[config.mk]
export PLATFORM = sky130hd
export DESIGN_NAME = rvvi_retire_buffer_flat
export DESIGN_NICKNAME = d
export VERILOG_FILES = /design/src/rtl/rvvi_retire_buffer_if.sv /design/src/rtl/rvvi_retire_buffer.sv /design/src/flat_wrapper.sv
export SDC_FILE = /design/constraint.sdc
export NUM_CORES = 1
export LEC_CHECK = 0
export BUFFER_PORTS_ARGS = -buffer_cell sky130_fd_sc_hd__buf_2
export CAP_MARGIN = 0
export CORE_ASPECT_RATIO = 1.5
export CORE_MARGIN = 2
export CORE_UTILIZATION = 65
export DETAILED_ROUTE_END_ITERATION = 8
export PLACE_DENSITY_LB_ADDON = 0.12
export SLEW_MARGIN = 20
export SYNTH_ARGS = -nofsm -noshare
export SYNTH_HDL_FRONTEND = slang
export SYNTH_SLANG_ARGS = --single-unit
[constraint.sdc]
create_clock -name clk -period 33.8 [get_ports clk]
set_input_delay 6.76 -clock clk [delete_from_list [all_inputs] [get_ports clk]]
set_output_delay 6.76 -clock clk [all_outputs]
set_load 0.1 [all_outputs]
[src/rtl/rvvi_retire_buffer_if.sv]
// Retirement record stream into the buffer and head-record stream out to the coverage sampler.
interface rvvi_retire_buffer_if #(
    parameter int XLEN = 64
) ();
    logic            in_valid;
    logic [63:0]     in_order;
    logic [31:0]     in_insn;
    logic [XLEN-1:0] in_pc;
    logic            in_trap;
    logic [1:0]      in_mode;

    logic            out_valid;
    logic            out_ready;
    logic [63:0]     out_order;
    logic [31:0]     out_insn;
    logic [XLEN-1:0] out_pc;
    logic            out_trap;
    logic [1:0]      out_mode;

    modport master (
        output in_valid, in_order, in_insn, in_pc, in_trap, in_mode, out_ready,
        input  out_valid, out_order, out_insn, out_pc, out_trap, out_mode
    );

    modport slave (
        input  in_valid, in_order, in_insn, in_pc, in_trap, in_mode, out_ready,
        output out_valid, out_order, out_insn, out_pc, out_trap, out_mode
    );
endinterface

[src/rtl/rvvi_retire_buffer.sv]
// Circular FIFO of RVVI retirement records with overflow/drop tracking and an
// order-continuity checker. Once an overflow occurs, input is dropped until the buffer drains.
module rvvi_retire_buffer #(
    parameter int XLEN  = 64,
    parameter int DEPTH = 8
) (
    input  logic                       clk,
    input  logic                       reset,
    rvvi_retire_buffer_if.slave        rv,
    input  logic                       clear_status,
    output logic [$clog2(DEPTH):0]     count,
    output logic                       overflow,
    output logic                       order_err,
    output logic [15:0]                drop_cnt
);
    localparam int AW = $clog2(DEPTH);
    localparam int CW = AW + 1;

    typedef struct packed {
        logic [63:0]     order;
        logic [31:0]     insn;
        logic [XLEN-1:0] pc;
        logic            trap;
        logic [1:0]      mode;
    } rec_t;

    typedef enum logic {RUN, DROP} state_t;

    rec_t           mem [DEPTH];
    logic [AW-1:0]  wr_ptr_reg, rd_ptr_reg;
    logic [CW-1:0]  count_reg;
    logic           overflow_reg, order_err_reg, armed_reg;
    logic [15:0]    drop_cnt_reg;
    logic [63:0]    last_order_reg;
    state_t         state_reg, state_next;

    logic           pop, push, drop, disarm, mismatch;
    rec_t           in_rec, head_rec;

    assign pop = (count_reg != '0) && rv.out_ready;

    // State register
    always_ff @(posedge clk) begin
        if (reset) state_reg <= RUN;
        else       state_reg <= state_next;
    end

    // Next state: leave DROP only once the buffer has fully drained
    always_comb begin
        state_next = state_reg;
        case (state_reg)
            RUN:  if (drop) state_next = DROP;
            DROP: if (count_reg == '0) state_next = RUN;
            default: state_next = RUN;
        endcase
    end

    // Per-cycle decisions
    always_comb begin
        push   = 1'b0;
        drop   = 1'b0;
        disarm = 1'b0;
        case (state_reg)
            RUN: begin
                if (rv.in_valid) begin
                    if ((count_reg != CW'(DEPTH)) || pop) push = 1'b1;
                    else                                  drop = 1'b1;
                end
            end
            DROP: begin
                drop   = rv.in_valid;
                disarm = (count_reg == '0);
            end
            default: ;
        endcase
    end

    assign mismatch = push && armed_reg && (rv.in_order != (last_order_reg + 64'd1));

    assign in_rec = '{order: rv.in_order, insn: rv.in_insn, pc: rv.in_pc,
                      trap: rv.in_trap, mode: rv.in_mode};

    always_ff @(posedge clk) begin
        if (push) mem[wr_ptr_reg] <= in_rec;
    end

    always_ff @(posedge clk) begin
        if (reset) begin
            wr_ptr_reg     <= '0;
            rd_ptr_reg     <= '0;
            count_reg      <= '0;
            overflow_reg   <= 1'b0;
            order_err_reg  <= 1'b0;
            drop_cnt_reg   <= '0;
            armed_reg      <= 1'b0;
            last_order_reg <= '0;
        end else begin
            if (push) wr_ptr_reg <= wr_ptr_reg + 1'b1;
            if (pop)  rd_ptr_reg <= rd_ptr_reg + 1'b1;
            case ({push, pop})
                2'b10:   count_reg <= count_reg + 1'b1;
                2'b01:   count_reg <= count_reg - 1'b1;
                default: count_reg <= count_reg;
            endcase

            if (push) begin
                armed_reg      <= 1'b1;
                last_order_reg <= rv.in_order;
            end else if (disarm) begin
                armed_reg      <= 1'b0;
            end

            // A new event in the same cycle as clear_status takes precedence over the clear
            overflow_reg  <= drop     | (overflow_reg  & ~clear_status);
            order_err_reg <= mismatch | (order_err_reg & ~clear_status);
            if (drop) begin
                if (clear_status)       drop_cnt_reg <= 16'd1;
                else if (~&drop_cnt_reg) drop_cnt_reg <= drop_cnt_reg + 16'd1;
            end else if (clear_status) begin
                drop_cnt_reg <= '0;
            end
        end
    end

    assign head_rec     = mem[rd_ptr_reg];
    assign rv.out_valid = (count_reg != '0);
    assign rv.out_order = head_rec.order;
    assign rv.out_insn  = head_rec.insn;
    assign rv.out_pc    = head_rec.pc;
    assign rv.out_trap  = head_rec.trap;
    assign rv.out_mode  = head_rec.mode;

    assign count     = count_reg;
    assign overflow  = overflow_reg;
    assign order_err = order_err_reg;
    assign drop_cnt  = drop_cnt_reg;
endmodule

[src/flat_wrapper.sv]
// flat-port wrapper written by rule: the top's interface ports become plain ports
module rvvi_retire_buffer_flat 
#(
    parameter int XLEN  = 64,
    parameter int DEPTH = 8
)
  (clk, reset, clear_status, count, overflow, order_err, drop_cnt, rv_in_valid, rv_in_order, rv_in_insn, rv_in_pc, rv_in_trap, rv_in_mode, rv_out_ready, rv_out_valid, rv_out_order, rv_out_insn, rv_out_pc, rv_out_trap, rv_out_mode);
  rvvi_retire_buffer_if #(.XLEN(XLEN)) rv_i ();
  input  logic clk;
  input  logic reset;
  input  logic clear_status;
  output logic [$clog2(DEPTH):0] count;
  output logic overflow;
  output logic order_err;
  output logic [15:0] drop_cnt;
  input wire logic [$bits(rv_i.in_valid)-1:0] rv_in_valid;
  input wire logic [$bits(rv_i.in_order)-1:0] rv_in_order;
  input wire logic [$bits(rv_i.in_insn)-1:0] rv_in_insn;
  input wire logic [$bits(rv_i.in_pc)-1:0] rv_in_pc;
  input wire logic [$bits(rv_i.in_trap)-1:0] rv_in_trap;
  input wire logic [$bits(rv_i.in_mode)-1:0] rv_in_mode;
  input wire logic [$bits(rv_i.out_ready)-1:0] rv_out_ready;
  output wire logic [$bits(rv_i.out_valid)-1:0] rv_out_valid;
  output wire logic [$bits(rv_i.out_order)-1:0] rv_out_order;
  output wire logic [$bits(rv_i.out_insn)-1:0] rv_out_insn;
  output wire logic [$bits(rv_i.out_pc)-1:0] rv_out_pc;
  output wire logic [$bits(rv_i.out_trap)-1:0] rv_out_trap;
  output wire logic [$bits(rv_i.out_mode)-1:0] rv_out_mode;
  assign rv_i.in_valid = rv_in_valid;
  assign rv_i.in_order = rv_in_order;
  assign rv_i.in_insn = rv_in_insn;
  assign rv_i.in_pc = rv_in_pc;
  assign rv_i.in_trap = rv_in_trap;
  assign rv_i.in_mode = rv_in_mode;
  assign rv_i.out_ready = rv_out_ready;
  assign rv_out_valid = rv_i.out_valid;
  assign rv_out_order = rv_i.out_order;
  assign rv_out_insn = rv_i.out_insn;
  assign rv_out_pc = rv_i.out_pc;
  assign rv_out_trap = rv_i.out_trap;
  assign rv_out_mode = rv_i.out_mode;
  rvvi_retire_buffer #(.XLEN(XLEN), .DEPTH(DEPTH)) u_core (.clk(clk), .reset(reset), .rv(rv_i), .clear_status(clear_status), .count(count), .overflow(overflow), .order_err(order_err), .drop_cnt(drop_cnt));
endmodule
==> metrics.txt <==
# TYPE chip_impl_metric gauge
chip_impl_metric{name="final_skew",unit="ps"} 27.47
chip_impl_metric{name="nets",unit=""} 3282
chip_impl_metric{name="share_of_synthesized_area_occupied_by_flip_flops_and_latches",unit="%"} 74.75
chip_impl_metric{name="sw_frac_of_total",unit="%"} 33.98
chip_impl_metric{name="synth.lib_cells_used.distinct",unit=""} 78
chip_impl_metric{name="power_leakage",unit="nW"} 19.67
chip_impl_metric{name="grt_antenna_before_repair",unit=""} 33
chip_impl_info{name="setup_repair_after_global_routing_missed_its_margin",value="no"} 1
chip_impl_info{name="clock-root-buffer",value="sky130_fd_sc_hd__clkbuf_16"} 1
chip_impl_metric{name="worst_slew_margin_rel",unit="%"} 25.70
chip_impl_metric{name="ys_async_sr_fraction",unit="%"} 0
chip_impl_metric{name="dieArea",unit="um2"} 86980
chip_impl_metric{name="power_internal",unit="W"} 0.003050
chip_impl_metric{name="clock_power_share",unit="%"} 28.3
chip_impl_metric{name="power.sequential.fraction",unit="%"} 43.7
chip_impl_metric{name="ir_worst_vdd",unit="mV"} 0.06379
chip_impl_metric{name="dr.pass1.iters",unit=""} 6
chip_impl_info{name="hold_path_class",value="reg -> reg"} 1
chip_impl_metric{name="finalCritPeriodShare",unit="%"} 35.42
chip_impl_metric{name="cts_resized",unit=""} 0
chip_impl_info{name="timing.setup.critical_path_class",value="reg -> out"} 1
chip_impl_metric{name="setup_viol",unit=""} 0
chip_impl_metric{name="clk_latency",unit="ps"} 730
chip_impl_metric{name="design_power_total",unit="W"} 0.004619
chip_impl_metric{name="vias",unit=""} 27500
chip_impl_metric{name="grt_first_pass_wirelength",unit="mm"} 178.7
chip_impl_metric{name="final.setup.tns",unit="ps"} 0
chip_impl_info{name="maxUsedRoutingLayer",value="met5"} 1
chip_impl_info{name="outcome",value="complete, no violations"} 1
chip_impl_metric{name="maxSlewViolCount",unit=""} 0
chip_impl_metric{name="cts_made_buffers",unit=""} 121
chip_impl_metric{name="wl_met2",unit="mm"} 63.13
chip_impl_metric{name="grt_max_degree",unit=""} 139
chip_impl_metric{name="place_hpwl",unit="mm"} 69.06
chip_impl_metric{name="timing.fmax",unit="MHz"} 83.54
chip_impl_metric{name="route.antenna.remaining_nets",unit=""} 0
chip_impl_metric{name="buffer_ports.inserted",unit=""} 353
chip_impl_metric{name="pwr_dens",unit="nW/um2"} 74.67
chip_impl_metric{name="syn-num-nets",unit=""} 2895
chip_impl_metric{name="critPathMaxFanout",unit=""} 61
chip_impl_info{name="synth.top_cells.by_area",value="sky130_fd_sc_hd__edfxtp_1, sky130_fd_sc_hd__mux4_2, sky130_fd_sc_hd__dfxtp_1"} 1
chip_impl_metric{name="hold-worst-slack",unit="ps"} 470.4
chip_impl_metric{name="cts-htree-levels",unit=""} 3
chip_impl_metric{name="worst_slew_pin_slew",unit="ps"} 1114
chip_impl_metric{name="hold_violations",unit=""} 0
chip_impl_metric{name="core_region_area",unit="um2"} 83770
chip_impl_metric{name="global_route.usage.total",unit="%"} 28.10
chip_impl_metric{name="share_comb_of_total_power",unit="%"} 28.0
chip_impl_info{name="ys_top_cells_by_count",value="sky130_fd_sc_hd__edfxtp_1, sky130_fd_sc_hd__mux4_2, sky130_fd_sc_hd__nand2_1"} 1
chip_impl_info{name="tritoncts_clock_tree",value="done"} 1
chip_impl_metric{name="post-route-min-period",unit="ps"} 11970
chip_impl_info{name="synth_top_flop_cell",value="sky130_fd_sc_hd__edfxtp_1"} 1
chip_impl_metric{name="cell_area_after_synthesis",unit="um2"} 54980
chip_impl_metric{name="starting_density_of_the_core",unit="%"} 65.64
chip_impl_metric{name="postLayoutCoreUtil",unit="%"} 73.85
chip_impl_metric{name="grt_ovf",unit=""} 0
chip_impl_metric{name="cts_setup_buffers",unit=""} 0
chip_impl_metric{name="cp_data_arrival_time",unit="ps"} 5210
chip_impl_metric{name="die_height",unit="um"} 360.2
chip_impl_metric{name="avgRoutedWirePerCell",unit="um"} 27.49
chip_impl_metric{name="gpl.final_weighted_congestion",unit=""} 0.9075
chip_impl_metric{name="max_cap_violations",unit=""} 0
chip_impl_metric{name="post_route_cells_drive_above_1_share",unit="%"} 34.00
chip_impl_info{name="synth_top_area_cell",value="sky130_fd_sc_hd__edfxtp_1"} 1
chip_impl_metric{name="area_growth_syn_to_layout",unit="%"} 12.51
chip_impl_metric{name="power.switching",unit="W"} 0.001570
chip_impl_metric{name="route.layer.met1.wl",unit="mm"} 44.36
chip_impl_metric{name="clk_path_buf_depth",unit=""} 3
chip_impl_metric{name="wirelength",unit="mm"} 119.4
chip_impl_metric{name="flip_flop_count_of_the_largest_register_all_copies_and_words_added",unit=""} 1304
chip_impl_metric{name="post_cts_hold_fix_bufs",unit=""} 0
chip_impl_info{name="most_numerous_cell_in_the_yosys_netlist",value="sky130_fd_sc_hd__edfxtp_1"} 1
chip_impl_metric{name="synthesis.instances",unit=""} 2719
chip_impl_metric{name="cts_num_sinks",unit=""} 1401
chip_impl_metric{name="placementRows",unit=""} 130
chip_impl_metric{name="die_w",unit="um"} 241.5
chip_impl_info{name="cp-end-kind",value="output port"} 1
chip_impl_metric{name="drc",unit=""} 0
chip_impl_metric{name="cp_data_required_time",unit="ps"} 27040
chip_impl_metric{name="io_pins",unit=""} 354
chip_impl_metric{name="clkSlewWorstSetupHoldPaths",unit="ps"} 70
chip_impl_metric{name="drt_iter0_markers",unit=""} 2109
chip_impl_metric{name="number_of_flops_mapped_to_enable_cells_by_yosys",unit=""} 1304
chip_impl_metric{name="postSynthAreaPerCell",unit="um2"} 20.22
chip_impl_metric{name="synth-seq-cells",unit=""} 1401
chip_impl_metric{name="route.met3.wl",unit="mm"} 8.387
chip_impl_metric{name="drt-vias-per-instance",unit=""} 6.330
chip_impl_metric{name="yosys_warnings",unit=""} 0
chip_impl_info{name="startpoint_type",value="flip-flop"} 1
chip_impl_metric{name="synth_largest_type_area_fraction",unit="%"} 71.22
chip_impl_metric{name="number_of_global_route_vias_before_repair",unit=""} 28920
power by group through the flow:
stage | sequential (W) | combinational (W) | clock [W]
CTS | 0.00202 | 0.00131 | 0.00133
global route | 0.00202 | 0.00135 | 0.00139
finish | 0.00202 | 0.00129 | 0.00131
detailed placement | 0.00206 | 0.00130 | 0
global placement | 0.00205 | 0.00129 | 0
floorplan | 0.00208 | 0.00106 | 0
logic make-up after synthesis:
group | count (synthesis) | synth area share [%]
compound gates | 158 | 1.775
xor+xnor | 105 | 1.673
fa+ha+maj | 8 | 0.1957
buf+inv | 145 | 1.060
flops | 1401 | 74.75
mux | 495 | 16.81
simple gates | 407 | 3.743
metrics by stage:
stage	cell area, um2	std cells	worst slack [ps]
floorplan	54980	2719	8441
global placement	58050	4104	22260
detailed placement	58050	4104	22200
CTS	61800	4333	21400
global route	61850	4341	21310
finish	61860	4345	21830
metal layers:
layer / GRT usage, % / vias to the layer above
met5: 0 / -
met4: 9.332 / 40
met3: 5.553 / 225
met2: 48.70 / 1020
met1: 35.77 / 14320
li1: - / 11900
worst paths after layout:
kind                        startpoint                        end  slack (ps)  depth (start not counted)
max                          flip-flop              rv_out_pc[26]       21830                          7
min          u_core.last_order_reg[63]  u_core.last_order_reg[63]         470                          2
max reg2reg            u_core.count[1]         u_core.mem[0][147]       29570                          8
min reg2reg  u_core.last_order_reg[63]  u_core.last_order_reg[63]         470                          2
critical path: stages, from the launching register on:
cell	delay [ps]
sky130_fd_sc_hd__dfxtp_4	690
sky130_fd_sc_hd__buf_12	460
sky130_fd_sc_hd__buf_16	430
sky130_fd_sc_hd__buf_4	810
sky130_fd_sc_hd__buf_6	660
sky130_fd_sc_hd__mux4_2	610
sky130_fd_sc_hd__mux2_2	270
sky130_fd_sc_hd__buf_2	290
placed cells by master, fill, tap and decap left out, types with 8 or more instances in the layout:
| master | instances |
|---|---|
| sky130_fd_sc_hd__and4_1 | 12 |
| sky130_fd_sc_hd__clkinv_2 | 24 |
| sky130_fd_sc_hd__clkbuf_8 | 9 |
| sky130_fd_sc_hd__diode_2 | 11 |
| sky130_fd_sc_hd__buf_4 | 34 |
| sky130_fd_sc_hd__clkbuf_1 | 29 |
| sky130_fd_sc_hd__dfxtp_1 | 94 |
| sky130_fd_sc_hd__nand4_1 | 26 |
| sky130_fd_sc_hd__buf_2 | 353 |
| sky130_fd_sc_hd__nor3_1 | 22 |
| sky130_fd_sc_hd__nor2_1 | 44 |
| sky130_fd_sc_hd__xor2_1 | 43 |
| sky130_fd_sc_hd__clkbuf_16 | 124 |
| sky130_fd_sc_hd__edfxtp_1 | 1304 |
| sky130_fd_sc_hd__a31oi_1 | 8 |
| sky130_fd_sc_hd__xnor2_1 | 62 |
| sky130_fd_sc_hd__inv_1 | 14 |
| sky130_fd_sc_hd__nand3_1 | 32 |
| sky130_fd_sc_hd__nand2_1 | 185 |
| sky130_fd_sc_hd__mux2_2 | 165 |
| sky130_fd_sc_hd__a21oi_1 | 88 |
| sky130_fd_sc_hd__clkinv_1 | 28 |
| sky130_fd_sc_hd__nor4_1 | 16 |
| sky130_fd_sc_hd__mux4_2 | 326 |
| sky130_fd_sc_hd__o21ai_0 | 15 |
area by class of cell:
| cell class | instances | area (um2) |
|---|---|---|
| inverters | 15 | 56.30 |
| clock inverters | 66 | 410.4 |
| multi-input cells | 1173 | 13350 |
| fillers | 4828 | 21910 |
| well taps | 1122 | 1404 |
| clock buffers | 163 | 3343 |
| flip-flops and latches | 1401 | 41110 |
| repair buffers | 394 | 2161 |
| diodes | 11 | 27.53 |
Power figures use the tool's default switching activity.
